<file path="src/rtl/mem_access_stage_if.sv">
// Data-memory request/grant/response port between the MEM stage and memory.
interface mem_access_stage_if;
    logic        o_dmem_req;
    logic        o_dmem_we;
    logic [31:0] o_dmem_addr;
    logic [3:0]  o_dmem_be;
    logic [31:0] o_dmem_wdata;
    logic        i_dmem_gnt;
    logic        i_dmem_rvalid;
    logic [31:0] i_dmem_rdata;

    modport master (
        output o_dmem_req, o_dmem_we, o_dmem_addr, o_dmem_be, o_dmem_wdata,
        input  i_dmem_gnt, i_dmem_rvalid, i_dmem_rdata
    );

    modport slave (
        input  o_dmem_req, o_dmem_we, o_dmem_addr, o_dmem_be, o_dmem_wdata,
        output i_dmem_gnt, i_dmem_rvalid, i_dmem_rdata
    );
endinterface

</file>
<file path="src/rtl/mem_access_stage.sv">
// MEM pipeline stage: consumes the EX/MEM entry, runs loads/stores over the
// request/grant/response port with lane steering, extension and a watchdog,
// and produces the registered MEM/WB entry plus a stall back to EX.
module mem_access_stage #(
    parameter int unsigned TIMEOUT_CYCLES = 255
) (
    input  logic        i_clk,
    input  logic        i_reset,
    input  logic        i_valid,
    input  logic [31:0] i_ALUOutput,
    input  logic [31:0] i_write_reg,
    input  logic [4:0]  i_rd,
    input  logic        i_RegWrite,
    input  logic        i_MemToReg,
    input  logic        i_MemRead,
    input  logic        i_MemWrite,
    input  logic [3:0]  i_mem_type,
    output logic        o_stall,
    mem_access_stage_if.master dmem,
    output logic        o_wb_valid,
    output logic [4:0]  o_wb_rd,
    output logic        o_wb_RegWrite,
    output logic [31:0] o_wb_data,
    output logic        o_misalign,
    output logic        o_bus_err
);

    typedef enum logic [1:0] {S_IDLE, S_REQ, S_WAIT_R} state_t;
    typedef enum logic [1:0] {SZ_B, SZ_H, SZ_W} size_t;

    // Watchdog fires in the cycle that completes TIMEOUT_CYCLES cycles of waiting.
    localparam logic [7:0] WDOG_LAST = 8'(TIMEOUT_CYCLES - 1);

    state_t      state_q, state_d;
    logic [7:0]  wdog_q, wdog_d;
    logic        req_q, req_d;
    logic        we_q, we_d;
    logic [31:0] addr_q, addr_d;
    logic [3:0]  be_q, be_d;
    logic [31:0] wdata_q, wdata_d;
    size_t       size_q, size_d;
    logic        uns_q, uns_d;
    logic [4:0]  rd_q, rd_d;
    logic        regwrite_q, regwrite_d;
    logic        memtoreg_q, memtoreg_d;
    logic        wb_valid_q, wb_valid_d;
    logic [4:0]  wb_rd_q, wb_rd_d;
    logic        wb_regwrite_q, wb_regwrite_d;
    logic [31:0] wb_data_q, wb_data_d;
    logic        misalign_q, misalign_d;
    logic        bus_err_q, bus_err_d;
    logic        stall_c;

    // Access-code decode of the incoming entry.
    logic is_b, is_h, is_w, is_uns, mem_op, acc_err, timeout;
    logic [3:0]  be_in;
    logic [31:0] wdata_in, lane_data, load_ext;

    assign is_b    = (i_mem_type == 4'b0001) || (i_mem_type == 4'b1000);
    assign is_h    = (i_mem_type == 4'b0011) || (i_mem_type == 4'b1100);
    assign is_w    = (i_mem_type == 4'b1111);
    assign is_uns  = (i_mem_type == 4'b1000) || (i_mem_type == 4'b1100);
    assign mem_op  = i_MemRead | i_MemWrite;
    assign acc_err = (!is_b && !is_h && !is_w)
                   || (is_h && i_ALUOutput[0])
                   || (is_w && (i_ALUOutput[1:0] != 2'b00))
                   || (i_MemRead && i_MemWrite);
    assign timeout = (wdog_q == WDOG_LAST);

    // Byte-lane enables and replicated store data for the captured access.
    always_comb begin
        be_in    = 4'b1111;
        wdata_in = i_write_reg;
        if (is_b) begin
            be_in    = 4'b0001 << i_ALUOutput[1:0];
            wdata_in = {4{i_write_reg[7:0]}};
        end else if (is_h) begin
            be_in    = 4'b0011 << {i_ALUOutput[1], 1'b0};
            wdata_in = {2{i_write_reg[15:0]}};
        end
    end

    // Shift the addressed lane down to bit 0, then sign/zero extend by size.
    assign lane_data = dmem.i_dmem_rdata >> {addr_q[1:0], 3'b000};
    always_comb begin
        load_ext = dmem.i_dmem_rdata;
        case (size_q)
            SZ_B:    load_ext = uns_q ? {24'h0, lane_data[7:0]}
                                      : {{24{lane_data[7]}}, lane_data[7:0]};
            SZ_H:    load_ext = uns_q ? {16'h0, lane_data[15:0]}
                                      : {{16{lane_data[15]}}, lane_data[15:0]};
            default: load_ext = dmem.i_dmem_rdata;
        endcase
    end

    // Next-state, port and writeback logic; completion wins over the watchdog.
    always_comb begin
        state_d       = state_q;
        wdog_d        = wdog_q;
        req_d         = req_q;
        we_d          = we_q;
        addr_d        = addr_q;
        be_d          = be_q;
        wdata_d       = wdata_q;
        size_d        = size_q;
        uns_d         = uns_q;
        rd_d          = rd_q;
        regwrite_d    = regwrite_q;
        memtoreg_d    = memtoreg_q;
        wb_valid_d    = 1'b0;
        wb_rd_d       = wb_rd_q;
        wb_regwrite_d = wb_regwrite_q;
        wb_data_d     = wb_data_q;
        misalign_d    = 1'b0;
        bus_err_d     = 1'b0;
        stall_c       = 1'b0;
        case (state_q)
            S_IDLE: begin
                if (i_valid) begin
                    if (!mem_op || acc_err) begin
                        wb_valid_d    = 1'b1;
                        wb_rd_d       = i_rd;
                        wb_data_d     = i_ALUOutput;
                        wb_regwrite_d = mem_op ? 1'b0 : i_RegWrite;
                        misalign_d    = mem_op;
                    end else begin
                        stall_c    = 1'b1;
                        state_d    = S_REQ;
                        wdog_d     = 8'd0;
                        req_d      = 1'b1;
                        we_d       = i_MemWrite;
                        addr_d     = i_ALUOutput;
                        be_d       = be_in;
                        wdata_d    = wdata_in;
                        size_d     = is_b ? SZ_B : (is_h ? SZ_H : SZ_W);
                        uns_d      = is_uns;
                        rd_d       = i_rd;
                        regwrite_d = i_RegWrite;
                        memtoreg_d = i_MemToReg;
                    end
                end
            end
            S_REQ: begin
                if (dmem.i_dmem_gnt) begin
                    req_d = 1'b0;
                    if (we_q) begin
                        state_d       = S_IDLE;
                        wb_valid_d    = 1'b1;
                        wb_rd_d       = rd_q;
                        wb_regwrite_d = regwrite_q;
                        wb_data_d     = addr_q;
                    end else begin
                        stall_c = 1'b1;
                        state_d = S_WAIT_R;
                        wdog_d  = 8'd0;
                    end
                end else if (timeout) begin
                    req_d         = 1'b0;
                    state_d       = S_IDLE;
                    wb_valid_d    = 1'b1;
                    wb_rd_d       = rd_q;
                    wb_regwrite_d = 1'b0;
                    bus_err_d     = 1'b1;
                end else begin
                    stall_c = 1'b1;
                    wdog_d  = wdog_q + 8'd1;
                end
            end
            S_WAIT_R: begin
                if (dmem.i_dmem_rvalid) begin
                    state_d       = S_IDLE;
                    wb_valid_d    = 1'b1;
                    wb_rd_d       = rd_q;
                    wb_regwrite_d = regwrite_q;
                    wb_data_d     = memtoreg_q ? load_ext : addr_q;
                end else if (timeout) begin
                    state_d       = S_IDLE;
                    wb_valid_d    = 1'b1;
                    wb_rd_d       = rd_q;
                    wb_regwrite_d = 1'b0;
                    bus_err_d     = 1'b1;
                end else begin
                    stall_c = 1'b1;
                    wdog_d  = wdog_q + 8'd1;
                end
            end
            default: state_d = S_IDLE;
        endcase
    end

    // State, captured access and MEM/WB registers.
    always_ff @(posedge i_clk or negedge i_reset) begin
        if (!i_reset) begin
            state_q       <= S_IDLE;
            wdog_q        <= 8'd0;
            req_q         <= 1'b0;
            we_q          <= 1'b0;
            addr_q        <= 32'h0;
            be_q          <= 4'h0;
            wdata_q       <= 32'h0;
            size_q        <= SZ_B;
            uns_q         <= 1'b0;
            rd_q          <= 5'h0;
            regwrite_q    <= 1'b0;
            memtoreg_q    <= 1'b0;
            wb_valid_q    <= 1'b0;
            wb_rd_q       <= 5'h0;
            wb_regwrite_q <= 1'b0;
            wb_data_q     <= 32'h0;
            misalign_q    <= 1'b0;
            bus_err_q     <= 1'b0;
        end else begin
            state_q       <= state_d;
            wdog_q        <= wdog_d;
            req_q         <= req_d;
            we_q          <= we_d;
            addr_q        <= addr_d;
            be_q          <= be_d;
            wdata_q       <= wdata_d;
            size_q        <= size_d;
            uns_q         <= uns_d;
            rd_q          <= rd_d;
            regwrite_q    <= regwrite_d;
            memtoreg_q    <= memtoreg_d;
            wb_valid_q    <= wb_valid_d;
            wb_rd_q       <= wb_rd_d;
            wb_regwrite_q <= wb_regwrite_d;
            wb_data_q     <= wb_data_d;
            misalign_q    <= misalign_d;
            bus_err_q     <= bus_err_d;
        end
    end

    // Stall is forced low while reset is held so upstream sees all outputs at 0.
    assign o_stall           = stall_c & i_reset;
    assign dmem.o_dmem_req   = req_q;
    assign dmem.o_dmem_we    = we_q;
    assign dmem.o_dmem_addr  = {addr_q[31:2], 2'b00};
    assign dmem.o_dmem_be    = be_q;
    assign dmem.o_dmem_wdata = wdata_q;
    assign o_wb_valid        = wb_valid_q;
    assign o_wb_rd           = wb_rd_q;
    assign o_wb_RegWrite     = wb_regwrite_q;
    assign o_wb_data         = wb_data_q;
    assign o_misalign        = misalign_q;
    assign o_bus_err         = bus_err_q;

endmodule

</file>
<file path="src/flat_wrapper.sv">
// flat-port wrapper written by rule: the top's interface ports become plain ports
module mem_access_stage_flat 
#(
    parameter int unsigned TIMEOUT_CYCLES = 255
)
  (i_clk, i_reset, i_valid, i_ALUOutput, i_write_reg, i_rd, i_RegWrite, i_MemToReg, i_MemRead, i_MemWrite, i_mem_type, o_stall, o_wb_valid, o_wb_rd, o_wb_RegWrite, o_wb_data, o_misalign, o_bus_err, dmem_o_dmem_req, dmem_o_dmem_we, dmem_o_dmem_addr, dmem_o_dmem_be, dmem_o_dmem_wdata, dmem_i_dmem_gnt, dmem_i_dmem_rvalid, dmem_i_dmem_rdata);
  mem_access_stage_if dmem_i ();
  input  logic i_clk;
  input  logic i_reset;
  input  logic i_valid;
  input  logic [31:0] i_ALUOutput;
  input  logic [31:0] i_write_reg;
  input  logic [4:0] i_rd;
  input  logic i_RegWrite;
  input  logic i_MemToReg;
  input  logic i_MemRead;
  input  logic i_MemWrite;
  input  logic [3:0] i_mem_type;
  output logic o_stall;
  output logic o_wb_valid;
  output logic [4:0] o_wb_rd;
  output logic o_wb_RegWrite;
  output logic [31:0] o_wb_data;
  output logic o_misalign;
  output logic o_bus_err;
  output wire logic [$bits(dmem_i.o_dmem_req)-1:0] dmem_o_dmem_req;
  output wire logic [$bits(dmem_i.o_dmem_we)-1:0] dmem_o_dmem_we;
  output wire logic [$bits(dmem_i.o_dmem_addr)-1:0] dmem_o_dmem_addr;
  output wire logic [$bits(dmem_i.o_dmem_be)-1:0] dmem_o_dmem_be;
  output wire logic [$bits(dmem_i.o_dmem_wdata)-1:0] dmem_o_dmem_wdata;
  input wire logic [$bits(dmem_i.i_dmem_gnt)-1:0] dmem_i_dmem_gnt;
  input wire logic [$bits(dmem_i.i_dmem_rvalid)-1:0] dmem_i_dmem_rvalid;
  input wire logic [$bits(dmem_i.i_dmem_rdata)-1:0] dmem_i_dmem_rdata;
  assign dmem_o_dmem_req = dmem_i.o_dmem_req;
  assign dmem_o_dmem_we = dmem_i.o_dmem_we;
  assign dmem_o_dmem_addr = dmem_i.o_dmem_addr;
  assign dmem_o_dmem_be = dmem_i.o_dmem_be;
  assign dmem_o_dmem_wdata = dmem_i.o_dmem_wdata;
  assign dmem_i.i_dmem_gnt = dmem_i_dmem_gnt;
  assign dmem_i.i_dmem_rvalid = dmem_i_dmem_rvalid;
  assign dmem_i.i_dmem_rdata = dmem_i_dmem_rdata;
  mem_access_stage #(.TIMEOUT_CYCLES(TIMEOUT_CYCLES)) u_core (.i_clk(i_clk), .i_reset(i_reset), .i_valid(i_valid), .i_ALUOutput(i_ALUOutput), .i_write_reg(i_write_reg), .i_rd(i_rd), .i_RegWrite(i_RegWrite), .i_MemToReg(i_MemToReg), .i_MemRead(i_MemRead), .i_MemWrite(i_MemWrite), .i_mem_type(i_mem_type), .o_stall(o_stall), .dmem(dmem_i), .o_wb_valid(o_wb_valid), .o_wb_rd(o_wb_rd), .o_wb_RegWrite(o_wb_RegWrite), .o_wb_data(o_wb_data), .o_misalign(o_misalign), .o_bus_err(o_bus_err));
endmodule
</file>
<file path="config.mk">
export PLATFORM = sky130hd
export DESIGN_NAME = mem_access_stage_flat
export DESIGN_NICKNAME = d
export VERILOG_FILES = /design/src/rtl/mem_access_stage_if.sv /design/src/rtl/mem_access_stage.sv /design/src/flat_wrapper.sv
export SDC_FILE = /design/constraint.sdc
export NUM_CORES = 1
export LEC_CHECK = 0
export CORE_ASPECT_RATIO = 1.75
export CORE_MARGIN = 5
export CORE_UTILIZATION = 52
export CTS_CLUSTER_SIZE = 40
export DETAILED_ROUTE_END_ITERATION = 10
export PLACE_DENSITY = 0.87
export SYNTH_ARGS = -nofsm -noshare
export SYNTH_HDL_FRONTEND = slang
export SYNTH_SLANG_ARGS = --single-unit
</file>
<file path="constraint.sdc">
create_clock -name i_clk -period 6.64 [get_ports i_clk]
set_input_delay 1.328 -clock i_clk [delete_from_list [all_inputs] [get_ports i_clk]]
set_output_delay 1.328 -clock i_clk [all_outputs]
set_load 0.005 [all_outputs]
</file>
Word level (Yosys, flattened, before mapping)
Cells that the tools add are included.
{"block": "totals", "rom_bits": 0, "word_cells": 141, "inputBits": 114, "latchBits": 0, "output_inout_bits": 112, "ram_bits": 0, "register_bits": 131, "memories": 0}
{"block": "classes", "eq_ne": 19, "magnitude_cmp": 0, "n_mux": 70, "addsub": 1, "multipliers": 0, "n_div": 0, "shift": 3, "n_reduce_logical": 27, "n_bitwise": 3}
{"operator": "32-bit 2-to-1 mux", "n": 10}
{"operator": "32-bit one-hot mux with 3 select lines", "n": 1}
{"operator": "32-bit one-hot mux with 2 select lines", "n": 1}
{"operator": "8-bit 2-to-1 mux", "n": 6}
{"operator": "32-bit by 5-bit >> shifter with 16-bit output", "n": 1}
{"operator": "5-bit 2-to-1 mux", "n": 6}
{"operator": "1-bit 2-to-1 mux", "n": 28}
{"operator": "8-bit one-hot mux with 3 select lines", "n": 1}
{"operator": "2-bit 2-to-1 mux", "n": 8}
{"operator": "5-bit one-hot mux with 3 select lines", "n": 1}
{"operator": "4-bit == test, second input constant", "n": 3}
{"operator": "2-bit inequality test, second input constant", "n": 5}
{"operator": "1-bit one-hot mux with 3 select lines", "n": 3}
{"operator": "8-bit by 1-bit adder with 8-bit output, second input constant", "n": 1}
{"operator": "8-bit == test, second input constant", "n": 1}
{"operator": "4-bit 2-to-1 mux", "n": 2}
{"operator": "4-bit AND reduction", "n": 2}
{"operator": "1-bit logical OR", "n": 7}
{"operator": "3-bit by 2-bit inequality test with 1-bit output, second input constant", "n": 2}
{"operator": "2-bit one-hot mux with 3 select lines", "n": 1}
{"operator": "6-bit AND reduction", "n": 1}
{"operator": "1-bit logical AND", "n": 5}
{"operator": "5-bit AND reduction", "n": 1}
{"operator": "2-bit by 1-bit == test with 1-bit output, second input constant", "n": 2}
{"operator": "17 further kinds", "n": 24}

Logic depth before layout (Yosys ltp)
Gate-level depths: netlist of run 1.
{"block": "depth", "depth_word": 13, "depth_mapped": 9, "depth_no_buf": 7}

Least setup slack after synthesis of run 1
Ideal clock, no wire load.
{"block": "synth_path", "kind": "input to output", "start": "input i_mem_type[1]", "end": "output o_stall", "setup_slack_ps": 2555, "t_required_ps": 5312, "arrival_time_ps": 2757, "cell_stages": 7, "path_cell_list": "clkbuf_1 > and4b_1 > o211ai_1 > o21a_2 > nor2_2 > buf_4 > o311a_1"}
{"block": "synth_via", "elab_chain_cells": 13, "elab_cells_between_ends": 22, "classes_between": "eq/ne (5); mux (3); bitwise (1); reduce/logical (13)"}
{"element": "from (decl)", "line": "flat_wrapper.sv:18", "source": "input logic [3:0] i_mem_type;"}
{"element": "4-bit by 1-bit == test with 1-bit output, or another cell as far along", "line": "mem_access_stage.sv:59", "source": "assign is_b = (i_mem_type == 4'b0001) || (i_mem_type == 4'b1000);"}
{"element": "1-bit logical OR, on equally long branches", "line": "mem_access_stage.sv:59, mem_access_stage.sv:60"}
{"element": "1-bit logical NOT", "line": "mem_access_stage.sv:64", "source": "assign acc_err = (!is_b && !is_h && !is_w)"}
{"element": "1-bit logical AND (2 in a row)", "line": "mem_access_stage.sv:64"}
{"element": "1-bit logical OR", "line": "mem_access_stage.sv:65", "source": "|| (is_h && i_ALUOutput[0])"}
{"element": "1-bit logical OR *", "line": "mem_access_stage.sv:66", "source": "|| (is_w && (i_ALUOutput[1:0] != 2'b00))"}
{"element": "1-bit logical OR *", "line": "mem_access_stage.sv:67", "source": "|| (i_MemRead && i_MemWrite);"}
{"element": "1-bit logical OR *", "line": "mem_access_stage.sv:120", "source": "if (!mem_op || acc_err) begin"}
{"element": "1-bit 2-to-1 mux *", "line": "mem_access_stage.sv:120"}
{"element": "1-bit 2-to-1 mux *", "line": "mem_access_stage.sv:119", "source": "if (i_valid) begin"}
{"element": "1-bit one-hot mux with 3 select lines *", "line": "mem_access_stage.sv:117", "source": "case (state_q)"}
{"element": "1-bit AND *", "line": "mem_access_stage.sv:235", "source": "assign o_stall = stall_c & i_reset;"}
{"element": "to (decl)", "line": "flat_wrapper.sv:19", "source": "output logic o_stall;"}
Mark *: on every way between the ends. The rest lies on a longest branch, timed or not.

Final worst setup path of run 1
{"block": "layout_path", "start": "input i_ALUOutput[1]", "end": "output o_stall"}
{"block": "layout_via", "elab_chain_cells": 9}
{"element": "from (decl)", "line": "flat_wrapper.sv:11", "source": "input logic [31:0] i_ALUOutput;"}
{"element": "2-bit nonzero test", "line": "mem_access_stage.sv:66"}
{"element": "1-bit logical AND", "line": "mem_access_stage.sv:66"}
{"element": "1-bit logical OR", "line": "mem_access_stage.sv:66"}
{"element": "1-bit logical OR", "line": "mem_access_stage.sv:67"}
{"element": "1-bit logical OR", "line": "mem_access_stage.sv:120"}
{"element": "1-bit 2-to-1 mux", "line": "mem_access_stage.sv:120"}
{"element": "1-bit 2-to-1 mux", "line": "mem_access_stage.sv:119"}
{"element": "1-bit one-hot mux with 3 select lines", "line": "mem_access_stage.sv:117"}
{"element": "1-bit AND", "line": "mem_access_stage.sv:235"}
No other way between the ends.

==> results of run 1 <==
sequential cells by signal, indices dropped and copies added (netlist names), 4 cells and up:
name	flops
u_core.rd_q	5
u_core.o_wb_data	32
u_core.dmem.o_dmem_be	4
u_core.dmem.o_dmem_wdata	32
u_core.o_wb_rd	5
u_core.wdog_q	8
u_core.addr_q	32
worst paths after layout:
kind,end,startpoint,slack [ps]
hold reg to reg,u_core.dmem.o_dmem_wdata[9],u_core.dmem.o_dmem_wdata[9],490
setup reg to reg,u_core.o_wb_data[0],u_core.state_q[0],3690
setup / recovery,o_stall,i_ALUOutput[1],1460
max in group asynchronous,u_core.dmem.o_dmem_wdata[7],i_reset,4390
min in group asynchronous,u_core.dmem.o_dmem_wdata[15],i_reset,860
hold / removal,u_core.dmem.o_dmem_wdata[9],u_core.dmem.o_dmem_wdata[9],490
worst max-delay path, cell delays in order:
cell and delay, ps:
clkdlybuf4s50_1 660, and4b_1 270, o211ai_1 300, o21a_2 410
nor2_4 70, o311a_1 350, clkdlybuf4s50_1 460
through the flow:
| step | instance area (um^2) | std cells | power (uW) | worst slack [ps] | hold slack, ps |
|---|---|---|---|---|---|
| finish | 10360 | 1152 | 4781 | 1463 | 488.9 |
| global route | 10360 | 1152 | 5088 | 1356 | 493.9 |
| CTS | 10360 | 1152 | 4792 | 1510 | 488.9 |
| detailed placement | 9779 | 1120 | 3834 | 1513 | 473.8 |
| global placement | 9779 | 1120 | 3768 | 1592 | 466.2 |
| floorplan | 7751 | 790 | 2818 | 2555 | 457.8 |
layout make-up:
cell class,count,area (um^2)
Clock buffer,18,439.2
Multi-Input combinational cell,558,3904
Fill cell,1116,4403
Clock inverter,14,142.6
Tap cell,183,229.0
Timing Repair Buffer,234,2316
Sequential cell,131,3278
Inverter,14,52.55
power breakdown:
part           switching (uW)  internal [uW]
clock                     402            537
combinational            1100           1240
sequential                331           1170
cells in the final DEF (no fill, tap or decap), types with 5 or more instances in the layout:
master,n
clkdlybuf4s50_1,222
dfrtp_1,131
o21ai_0,83
nand2_1,61
mux2_1,51
nor2_1,31
o21ai_1,27
mux2_2,24
mux2i_1,24
a21oi_1,23
nor2b_1,22
nand3_1,22
and3_1,18
o22ai_1,18
clkbuf_16,17
inv_1,14
a31oi_1,13
buf_4,11
and2_1,10
o31ai_1,9
o221ai_1,8
o21bai_1,8
mux2_4,7
a221oi_1,7
a2bb2oi_1,6
nor4bb_1,6
inv_6,6
nand2b_1,5
a22oi_1,5
o2bb2ai_1,5
ha_1,5
kinds of logic (layout without fill, tap and decap cells):
kind of cell,after synthesis,in the layout
AO/OA/AOI/OAI,241,241
XOR/XNOR,2,2
adder cells (fa/ha/maj),6,6
buffers and inverters,101,280
flip-flops,131,131
multiplexers,109,109
other,1,2
AND/OR/NAND/NOR,198,198
layer usage:
layer | vias up | global-route usage (%) | part of all wire, %
li1 | 3189 | - | -
met2 | 337 | 48.65 | 51
met1 | 3439 | 31.19 | 35
met3 | 91 | 6.372 | 7.0
met5 | - | 0 | 0
met4 | 0 | 18.62 | 6.6
==> flow_results.xml, run 1 <==
<?xml version="1.0" encoding="UTF-8"?>
<metrics>
  <group name="pwr">
    <metric name="worst_ir_drop_vdd" unit="mV">0.3821</metric>
    <metric name="power-per-cell-area" unit="mW/mm^2">461.4</metric>
    <metric name="cellLeakagePower" unit="uW">0.004334</metric>
  </group>
  <group name="sta">
    <metric name="timing.final.hold_violations" unit="">0</metric>
    <metric name="timing.final.max_slew_violations" unit="">0</metric>
    <metric name="finalSetupTns" unit="ps">0</metric>
    <metric name="max_slew_margin" unit="%">22.80</metric>
    <metric name="finalWorstPathRequiredPeriod" unit="ps">5177</metric>
    <metric name="period_share" unit="%">77.97</metric>
    <metric name="max_slew.worst_pin.slew" unit="ps">1152</metric>
    <metric name="grt_setup_unrepaired" unit="">no</metric>
    <metric name="finalSetupViolations" unit="">0</metric>
    <metric name="worst_clock_skew" unit="ps">11.39</metric>
    <metric name="upper_clock_frequency_limit" unit="MHz">193.1</metric>
  </group>
  <group name="layout">
    <metric name="final_core_density" unit="%">70.18</metric>
    <metric name="areaGrowthSynthToFinish" unit="%">33.74</metric>
    <metric name="antennaDiodeCount" unit="">0</metric>
    <metric name="nets" unit="">1076</metric>
    <metric name="fraction_of_final_layout_cells_with_drive_strength_greater_than_1" unit="%">9.804</metric>
  </group>
  <group name="place">
    <metric name="place.gp.congestion" unit="">0.9203</metric>
    <metric name="io_buffer_count" unit="">223</metric>
    <metric name="detailed_place_hpwl" unit="mm">17.69</metric>
  </group>
  <group name="synthesis">
    <metric name="yosys.area_share.adder" unit="%">0.9690</metric>
    <metric name="netlist_top_cells_area" unit="">dfrtp_1 (42%), mux2_1 (7.4%), o21ai_0 (5.4%), buf_4 (3.8%), mux2_2 (3.5%)</metric>
    <metric name="yosysWarningCount" unit="">0</metric>
    <metric name="synth-seq-area-share" unit="%">42.31</metric>
    <metric name="share_of_cell_area_taken_by_muxes_after_synthesis" unit="%">16.12</metric>
    <metric name="synth_area_per_cell" unit="um^2">9.819</metric>
    <metric name="yosys.cell_count.top_type" unit="">dfrtp_1</metric>
    <metric name="synth_compound_gate_area_share" unit="%">19.61</metric>
    <metric name="post_synth_inst_count" unit="">789</metric>
    <metric name="synth.top_cells.by_count" unit="">dfrtp_1 (131), o21ai_0 (83), nand2_1 (61), mux2_1 (51), buf_4 (39)</metric>
    <metric name="synth.distinct_cells" unit="">71</metric>
    <metric name="synth_ff_type" unit="">dfrtp_1</metric>
    <metric name="async_set_or_reset_flop_fraction_in_the_synthesized_netlist" unit="%">100.0</metric>
    <metric name="dominant_combinational_cell_family_by_area_after_synthesis" unit="">compound AO/OA/AOI/OAI gates</metric>
    <metric name="synth_largest_area_cell" unit="">dfrtp_1</metric>
    <metric name="synth-simple-area-share" unit="%">13.28</metric>
    <metric name="synth_largest_type_area_fraction" unit="%">42.31</metric>
    <metric name="synth-seq-cells" unit="">131</metric>
    <metric name="synth.cell_area" unit="mm^2">0.007747</metric>
    <metric name="synth_enable_flop_cells" unit="">0</metric>
    <metric name="xor_xnor_cell_area_share_of_the_yosys_netlist" unit="%">0.2261</metric>
  </group>
  <group name="clock_network">
    <metric name="clockBufferDepth" unit="">2</metric>
    <metric name="post_cts_hold_buffer_count" unit="">0</metric>
    <metric name="cts_max_level" unit="">4</metric>
    <metric name="cts_tree" unit="">built</metric>
    <metric name="cts-root-buf" unit="">clkbuf_16</metric>
    <metric name="clock-sinks" unit="">131</metric>
    <metric name="cts_made_buffers" unit="">17</metric>
    <metric name="post_cts.repair.setup_buffers" unit="">0</metric>
    <metric name="clk_latency" unit="ps">420</metric>
    <metric name="clkSlewWorstSetupHoldPaths" unit="ps">70</metric>
    <metric name="cts-resized-gates" unit="">0</metric>
  </group>
  <group name="grt">
    <metric name="globalRoute.totalOverflow" unit="">0</metric>
    <metric name="antenna_found_initial" unit="">0</metric>
    <metric name="via_count_of_the_first_global_routing_pass" unit="">7286</metric>
    <metric name="grt_first_pass_wirelength" unit="mm">38.55</metric>
    <metric name="track_usage" unit="%">28.49</metric>
    <metric name="grt_max_degree" unit="">76</metric>
  </group>
  <group name="route">
    <metric name="finalWirelength" unit="mm">24.72</metric>
    <metric name="detail_route.wl_per_cell" unit="um">21.46</metric>
    <metric name="drt_pre_antenna_iters" unit="">5</metric>
    <metric name="route.detailed.drc" unit="">0</metric>
    <metric name="routed-via-count" unit="">7056</metric>
    <metric name="drt-vias-per-instance" unit="">6.125</metric>
    <metric name="drtAntennaViolNets" unit="">0</metric>
    <metric name="initialDrtViolationCount" unit="">343</metric>
  </group>
  <group name="job">
    <metric name="maxCapViolCount" unit="">0</metric>
  </group>
  <group name="setup_path">
    <metric name="crit_required" unit="ps">5310</metric>
    <metric name="cp.arrival" unit="ps">3850</metric>
    <metric name="rr_worst_depth" unit="">9</metric>
    <metric name="crit_path_max_fanout" unit="">16</metric>
    <metric name="end_kind" unit="">primary output</metric>
    <metric name="critical_path_class" unit="">in2out</metric>
    <metric name="start_kind" unit="">input pin</metric>
  </group>
  <group name="min_path">
    <metric name="min-delay-path-class" unit="">reg2reg</metric>
    <metric name="hold_depth" unit="">1</metric>
  </group>
  <group name="die">
    <metric name="top_level_i_o_count" unit="">226</metric>
    <metric name="fp.dieW" unit="um">102.3</metric>
    <metric name="rows" unit="">59</metric>
    <metric name="initial_standard_cell_utilization_of_the_core" unit="%">52.47</metric>
    <metric name="core_region_area" unit="mm^2">0.01476</metric>
    <metric name="dieArea" unit="mm^2">0.01754</metric>
    <metric name="die_y" unit="um">171.5</metric>
  </group>
  <group name="status">
    <metric name="status" unit="">finished clean</metric>
  </group>
</metrics>
No activity file was read; power rests on OpenSTA's default activity.
==> run 2, diff against run 1 <==
--- a/config.mk
+++ b/config.mk
@@ -7,10 +7,10 @@
 export LEC_CHECK = 0
 export CORE_ASPECT_RATIO = 1.75
 export CORE_MARGIN = 5
-export CORE_UTILIZATION = 52
+export CORE_UTILIZATION = 48
 export CTS_CLUSTER_SIZE = 40
 export DETAILED_ROUTE_END_ITERATION = 10
-export PLACE_DENSITY = 0.87
+export PLACE_DENSITY = 0.81
 export SYNTH_ARGS = -nofsm -noshare
 export SYNTH_HDL_FRONTEND = slang
 export SYNTH_SLANG_ARGS = --single-unit
==> constraint.sdc (replaced) <==
create_clock -name i_clk -period 5.26 [get_ports i_clk]
set_input_delay 1.052 -clock i_clk [delete_from_list [all_inputs] [get_ports i_clk]]
set_output_delay 1.052 -clock i_clk [all_outputs]
set_load 0.005 [all_outputs]
==> run 2 against run 1 <==
Net effect:
- flip-flop and latch count stayed put
- worst setup slack got worse by 590 ps
- clock power increased by 26%
==> flow_results.xml, run 2 (same netlist as run 1, synthesis figures left out) <==
<?xml version="1.0" encoding="UTF-8"?>
<metrics>
  <group name="clock_network">
    <metric name="cts-root-buf" unit="">clkbuf_16</metric>
    <metric name="cts-resized-gates" unit="">0</metric>
    <metric name="cts_max_level" unit="">4</metric>
    <metric name="clkSlewWorstSetupHoldPaths" unit="ps">60</metric>
    <metric name="clk_latency" unit="ps">420</metric>
    <metric name="clockBufferDepth" unit="">2</metric>
    <metric name="post_cts.repair.setup_buffers" unit="">0</metric>
    <metric name="cts_tree" unit="">built</metric>
    <metric name="cts_made_buffers" unit="">17</metric>
    <metric name="clock-sinks" unit="">131</metric>
    <metric name="post_cts_hold_buffer_count" unit="">0</metric>
  </group>
  <group name="setup_path">
    <metric name="rrSetupSlack" unit="ps">2080</metric>
    <metric name="critical_path_class" unit="">in2out</metric>
    <metric name="cp_common_cell" unit="">clkdlybuf4s50_1</metric>
    <metric name="start_kind" unit="">input pin</metric>
    <metric name="end_kind" unit="">primary output</metric>
    <metric name="crit_required" unit="ps">4210</metric>
    <metric name="rr_worst_depth" unit="">8</metric>
    <metric name="slowest_stage" unit="">clkdlybuf4s50_1</metric>
    <metric name="crit_path_cell_chain" unit="">clkdlybuf4s50_1 -&gt; and4b_1 -&gt; o211ai_1 -&gt; o21a_2 -&gt; nor2_4 -&gt; o311a_1 -&gt; clkdlybuf4s50_1</metric>
    <metric name="rr_endpoint" unit="">u_core.o_wb_data[22]</metric>
    <metric name="cp_num_buf_inv" unit="">2</metric>
    <metric name="cp.arrival" unit="ps">3330</metric>
    <metric name="crit_path_max_fanout" unit="">7</metric>
    <metric name="timing.rr.start" unit="">u_core.state_q[0]</metric>
    <metric name="cp_top_family" unit="">buffers and inverters</metric>
    <metric name="timing.critical_path.slowest_cell_delay" unit="ps">620</metric>
  </group>
  <group name="layout">
    <metric name="antennaDiodeCount" unit="">0</metric>
    <metric name="areaGrowthSynthToFinish" unit="%">33.88</metric>
    <metric name="stdcell_area" unit="mm^2">0.01037</metric>
    <metric name="most_used_cells_in_the_layout_excluding_fill_and_tap_cells" unit="">clkdlybuf4s50_1 (222), dfrtp_1 (131), o21ai_0 (83)</metric>
    <metric name="layout.cells.most_common" unit="">clkdlybuf4s50_1</metric>
    <metric name="fraction_of_final_layout_cells_with_drive_strength_greater_than_1" unit="%">9.804</metric>
    <metric name="number_of_fill_cells_in_the_layout" unit="">1318</metric>
    <metric name="nets" unit="">1077</metric>
  </group>
  <group name="grt">
    <metric name="grt_max_degree" unit="">73</metric>
    <metric name="grt_first_pass_wirelength" unit="mm">38.54</metric>
    <metric name="antenna_found_initial" unit="">1</metric>
    <metric name="via_count_of_the_first_global_routing_pass" unit="">7126</metric>
    <metric name="track_usage" unit="%">26.05</metric>
    <metric name="globalRoute.totalOverflow" unit="">0</metric>
  </group>
  <group name="status">
    <metric name="status" unit="">finished clean</metric>
  </group>
  <group name="pwr">
    <metric name="power-per-cell-area" unit="mW/mm^2">582.1</metric>
    <metric name="worst_ir_drop_vdd" unit="mV">0.5032</metric>
    <metric name="cellLeakagePower" unit="uW">0.004334</metric>
  </group>
  <group name="min_path">
    <metric name="holdPathEnd" unit="">u_core.dmem.o_dmem_wdata[12]</metric>
    <metric name="min-delay-path-class" unit="">reg2reg</metric>
    <metric name="hold_depth" unit="">1</metric>
    <metric name="hold_start" unit="">u_core.dmem.o_dmem_wdata[12]</metric>
  </group>
  <group name="sta">
    <metric name="timing.final.hold_violations" unit="">0</metric>
    <metric name="finalWorstPathRequiredPeriod" unit="ps">4386</metric>
    <metric name="timing.final.max_slew_violations" unit="">0</metric>
    <metric name="finalSetupTns" unit="ps">0</metric>
    <metric name="max_slew_margin" unit="%">21.89</metric>
    <metric name="worst_clock_skew" unit="ps">12.50</metric>
    <metric name="period_share" unit="%">83.39</metric>
    <metric name="grt_setup_unrepaired" unit="">no</metric>
    <metric name="finalSetupViolations" unit="">0</metric>
    <metric name="upper_clock_frequency_limit" unit="MHz">228.0</metric>
    <metric name="max_slew.worst_pin.slew" unit="ps">1165</metric>
  </group>
  <group name="die">
    <metric name="initial_standard_cell_utilization_of_the_core" unit="%">48.80</metric>
    <metric name="die_y" unit="um">178.1</metric>
    <metric name="dieArea" unit="mm^2">0.01888</metric>
    <metric name="rows" unit="">61</metric>
    <metric name="top_level_i_o_count" unit="">226</metric>
    <metric name="core_region_area" unit="mm^2">0.01588</metric>
    <metric name="fp.dieW" unit="um">106.0</metric>
  </group>
  <group name="route">
    <metric name="drt-vias-per-instance" unit="">6.032</metric>
    <metric name="routed-via-count" unit="">6985</metric>
    <metric name="route.detailed.drc" unit="">0</metric>
    <metric name="finalWirelength" unit="mm">24.85</metric>
    <metric name="drtAntennaViolNets" unit="">0</metric>
    <metric name="initialDrtViolationCount" unit="">371</metric>
    <metric name="detail_route.wl_per_cell" unit="um">21.46</metric>
    <metric name="drt_pre_antenna_iters" unit="">5</metric>
  </group>
  <group name="job">
    <metric name="maxCapViolCount" unit="">0</metric>
  </group>
  <group name="place">
    <metric name="detailed_place_hpwl" unit="mm">17.97</metric>
    <metric name="io_buffer_count" unit="">223</metric>
    <metric name="place.gp.congestion" unit="">0.9094</metric>
    <metric name="detailed_place.area" unit="mm^2">0.009794</metric>
  </group>
</metrics>
[run 2: layer usage]
metal	wire, um	GRT usage (%)	vias up
met5	11	0	-
met4	819	10.80	2
met3	1666	5.614	48
met2	13450	47.92	279
met1	8909	28.84	3468
li1	-	-	3188
[run 2: layout make-up]
class / count / area [um^2] / share of cell area, %
Inverter: 14 / 52.55 / 0.5066
Clock buffer: 17 / 425.4 / 4.101
Tap cell: 189 / 236.5 / 2.280
Clock inverter: 14 / 152.6 / 1.472
Timing Repair Buffer: 235 / 2323 / 22.40
Multi-Input combinational cell: 558 / 3904 / 37.64
Sequential cell: 131 / 3278 / 31.60
[run 2: power by group]
group | switching (uW) | leakage, uW | total (uW) | internal, uW
sequential | 370 | 0.00161 | 1850 | 1480
combinational | 1430 | 0.00245 | 3000 | 1570
clock | 482 | 0.000273 | 1180 | 701
[run 2: how the worst max path moves through the flow]
stage / slack [ps] / cells past startpoint / endpoint / from
after floorplan: 1730 / 7 / o_stall / i_mem_type[1]
after CTS: 870 / 7 / o_stall / i_ALUOutput[1]
final: 870 / 7 / o_stall / i_ALUOutput[1]
after detailed placement: 880 / 7 / o_stall / i_ALUOutput[1]
after global placement: 890 / 7 / o_stall / i_ALUOutput[1]
after global routing: 760 / 7 / o_stall / i_ALUOutput[1]
[run 2: metrics by stage]
stage | power [uW] | instances | utilization [%] | setup WS (ps) | hold slack [ps]
final | 6038 | 1158 | 65.34 | 873.9 | 489.6
after CTS | 6067 | 1158 | 65.34 | 867.9 | 492.2
after detailed placement | 4862 | 1127 | 61.70 | 875.7 | 476.0
after global placement | 4797 | 1127 | 61.70 | 888.0 | 465.6
after global routing | 6423 | 1158 | 65.34 | 764.6 | 510.2
after floorplan | 3557 | 790 | - | 1727 | 457.8
==> run 3, diff against run 2 <==
--- a/config.mk
+++ b/config.mk
@@ -7,10 +7,10 @@
 export LEC_CHECK = 0
 export CORE_ASPECT_RATIO = 1.75
 export CORE_MARGIN = 5
-export CORE_UTILIZATION = 48
+export CORE_UTILIZATION = 44
 export CTS_CLUSTER_SIZE = 40
 export DETAILED_ROUTE_END_ITERATION = 10
-export PLACE_DENSITY = 0.81
+export PLACE_DENSITY = 0.78
 export SYNTH_ARGS = -nofsm -noshare
 export SYNTH_HDL_FRONTEND = slang
 export SYNTH_SLANG_ARGS = --single-unit
==> constraint.sdc (replaced) <==
create_clock -name i_clk -period 3.74 [get_ports i_clk]
set_input_delay 0.748 -clock i_clk [delete_from_list [all_inputs] [get_ports i_clk]]
set_output_delay 0.748 -clock i_clk [all_outputs]
set_load 0.005 [all_outputs]
==> run 3 against run 2 <==
Net effect:
- die area grew 8.4%
- routed wire length rose by 1.5%
- flip-flop and latch count did not move
- critical path depth did not move
- sequential share of layout area down 0.45 points
- worst hold slack worse by 330 ps
- register-to-register slack lost 930 ps
- largest cell class unchanged
- largest power group unchanged
==> flow_results.xml, run 3 (same netlist as run 1, synthesis figures left out) <==
<?xml version="1.0" encoding="UTF-8"?>
<metrics>
  <group name="status">
    <metric name="status" unit="">finished clean</metric>
  </group>
  <group name="grt">
    <metric name="grt_first_pass_wirelength" unit="mm">39.25</metric>
    <metric name="antenna_found_initial" unit="">0</metric>
    <metric name="grt_max_degree" unit="">74</metric>
    <metric name="globalRoute.totalOverflow" unit="">0</metric>
    <metric name="groute.layer.met3.usage" unit="%">4.964</metric>
    <metric name="gr-usage-met2" unit="%">46.16</metric>
    <metric name="via_count_of_the_first_global_routing_pass" unit="">7267</metric>
    <metric name="track_usage" unit="%">24.96</metric>
    <metric name="grt.met1_usage" unit="%">26.24</metric>
    <metric name="busiest_layer" unit="">met2</metric>
  </group>
  <group name="setup_path">
    <metric name="critical_path_class" unit="">in2out</metric>
    <metric name="startpoint" unit="">i_mem_type[2]</metric>
    <metric name="rr_worst_depth" unit="">5</metric>
    <metric name="crit_required" unit="ps">2990</metric>
    <metric name="rrSetupSlack" unit="ps">1150</metric>
    <metric name="end_kind" unit="">primary output</metric>
    <metric name="cp.arrival" unit="ps">2890</metric>
    <metric name="crit_path_max_fanout" unit="">6</metric>
    <metric name="start_kind" unit="">input pin</metric>
    <metric name="timing.rr.start" unit="">u_core.addr_q[0]</metric>
    <metric name="rr_endpoint" unit="">u_core.o_wb_data[3]</metric>
  </group>
  <group name="sta">
    <metric name="timing.final.hold_violations" unit="">0</metric>
    <metric name="period_share" unit="%">97.38</metric>
    <metric name="finalSetupTns" unit="ps">0</metric>
    <metric name="finalSetupViolations" unit="">0</metric>
    <metric name="finalWorstPathRequiredPeriod" unit="ps">3642</metric>
    <metric name="worst_clock_skew" unit="ps">12.97</metric>
    <metric name="max_slew.worst_pin.slew" unit="ps">1038</metric>
    <metric name="timing.final.max_slew_violations" unit="">0</metric>
    <metric name="max_slew_margin" unit="%">30.82</metric>
    <metric name="grt_setup_unrepaired" unit="">no</metric>
    <metric name="upper_clock_frequency_limit" unit="MHz">274.6</metric>
  </group>
  <group name="clock_network">
    <metric name="clkSlewWorstSetupHoldPaths" unit="ps">60</metric>
    <metric name="cts_made_buffers" unit="">17</metric>
    <metric name="cts_max_level" unit="">4</metric>
    <metric name="cts-resized-gates" unit="">0</metric>
    <metric name="clockBufferDepth" unit="">2</metric>
    <metric name="post_cts_hold_buffer_count" unit="">0</metric>
    <metric name="clk_latency" unit="ps">410</metric>
    <metric name="post_cts.repair.setup_buffers" unit="">0</metric>
    <metric name="clock-sinks" unit="">131</metric>
    <metric name="cts_tree" unit="">built</metric>
    <metric name="cts-root-buf" unit="">clkbuf_16</metric>
  </group>
  <group name="layout">
    <metric name="areaGrowthSynthToFinish" unit="%">35.82</metric>
    <metric name="stdcell_area" unit="mm^2">0.01052</metric>
    <metric name="fraction_of_final_layout_cells_with_drive_strength_greater_than_1" unit="%">10.71</metric>
    <metric name="most_used_cells_in_the_layout_excluding_fill_and_tap_cells" unit="">clkdlybuf4s50_1 (222), dfrtp_1 (131), o21ai_0 (83)</metric>
    <metric name="layout.cells.non_filler" unit="">1212</metric>
    <metric name="final_core_density" unit="%">60.56</metric>
    <metric name="nets" unit="">1087</metric>
    <metric name="layout.cells.most_common" unit="">clkdlybuf4s50_1</metric>
  </group>
  <group name="pwr">
    <metric name="totalPowerFinal" unit="uW">8534</metric>
    <metric name="cellLeakagePower" unit="uW">0.004394</metric>
    <metric name="power-per-cell-area" unit="mW/mm^2">811.0</metric>
    <metric name="worst_ir_drop_vdd" unit="mV">0.4812</metric>
  </group>
  <group name="min_path">
    <metric name="min-delay-path-class" unit="">in2async</metric>
  </group>
  <group name="place">
    <metric name="io_buffer_count" unit="">223</metric>
    <metric name="detailed_place_hpwl" unit="mm">18.67</metric>
    <metric name="place.gp.congestion" unit="">0.8958</metric>
    <metric name="placed_cells_incl_taps" unit="">1179</metric>
    <metric name="detailed_place.area" unit="mm^2">0.009935</metric>
  </group>
  <group name="route">
    <metric name="drt-vias-per-instance" unit="">5.753</metric>
    <metric name="route.detailed.drc" unit="">0</metric>
    <metric name="finalWirelength" unit="mm">25.23</metric>
    <metric name="initialDrtViolationCount" unit="">311</metric>
    <metric name="detail_route.wl_per_cell" unit="um">20.81</metric>
    <metric name="drt_pre_antenna_iters" unit="">5</metric>
    <metric name="routed-via-count" unit="">6973</metric>
    <metric name="drtAntennaViolNets" unit="">0</metric>
  </group>
  <group name="die">
    <metric name="rows" unit="">64</metric>
    <metric name="initial_standard_cell_utilization_of_the_core" unit="%">44.59</metric>
    <metric name="die_y" unit="um">185.5</metric>
    <metric name="top_level_i_o_count" unit="">226</metric>
    <metric name="core_region_area" unit="mm^2">0.01738</metric>
    <metric name="dieArea" unit="mm^2">0.02047</metric>
    <metric name="fp.dieW" unit="um">110.3</metric>
  </group>
  <group name="job">
    <metric name="maxCapViolCount" unit="">0</metric>
  </group>
</metrics>
[run 3: cell type report]
class	count	area (um^2)
Clock inverter	14	156.4
Inverter	14	52.55
Antenna cell	1	2.502
Multi-Input combinational cell	558	3904
Sequential cell	131	3278
Clock buffer	18	429.2
Fill cell	1490	6854
Timing Repair Buffer	245	2411
Tap cell	231	289.0
[run 3: critical path, cell delays in order]
cell and delay, ps:
clkdlybuf4s50_1 500, and4b_1 270, o211ai_1 290, o21a_2 240, nor2_4 40, o311a_1 340
clkdlybuf4s50_1 460
[run 3: worst max path at each step]
stage	end	slack (ps)	cells after the start
6_report	o_stall	100	7
5_1_grt	o_stall	40	7
2_1_floorplan	o_stall	810	7
3_3_place_gp	o_stall	160	7
4_1_cts	o_stall	100	7
3_5_place_dp	o_stall	110	7
[run 3: layer usage]
layer / share of wire (%) / wire length (um)
met1: 34 / 8662
met2: 55 / 13770
met3: 6.4 / 1620
met4: 4.6 / 1172
met5: 0 / 0
[run 3: per-stage QoR]
| stage | setup WS, ps | hold WS [ps] |
|---|---|---|
| final | 97.83 | 155.0 |
| after detailed placement | 111.5 | 478.4 |
| after global routing | 38.64 | 152.3 |
| after global placement | 158.3 | 466.4 |
| after CTS | 104.8 | 143.7 |
| after floorplan | 814.6 | 452.4 |
[run 3: where the power goes]
| part | leakage, uW | internal, uW | switching, uW |
|---|---|---|---|
| combinational | 0.00250 | 2260 | 1960 |
| clock | 0.000279 | 992 | 676 |
| sequential | 0.00161 | 2080 | 562 |
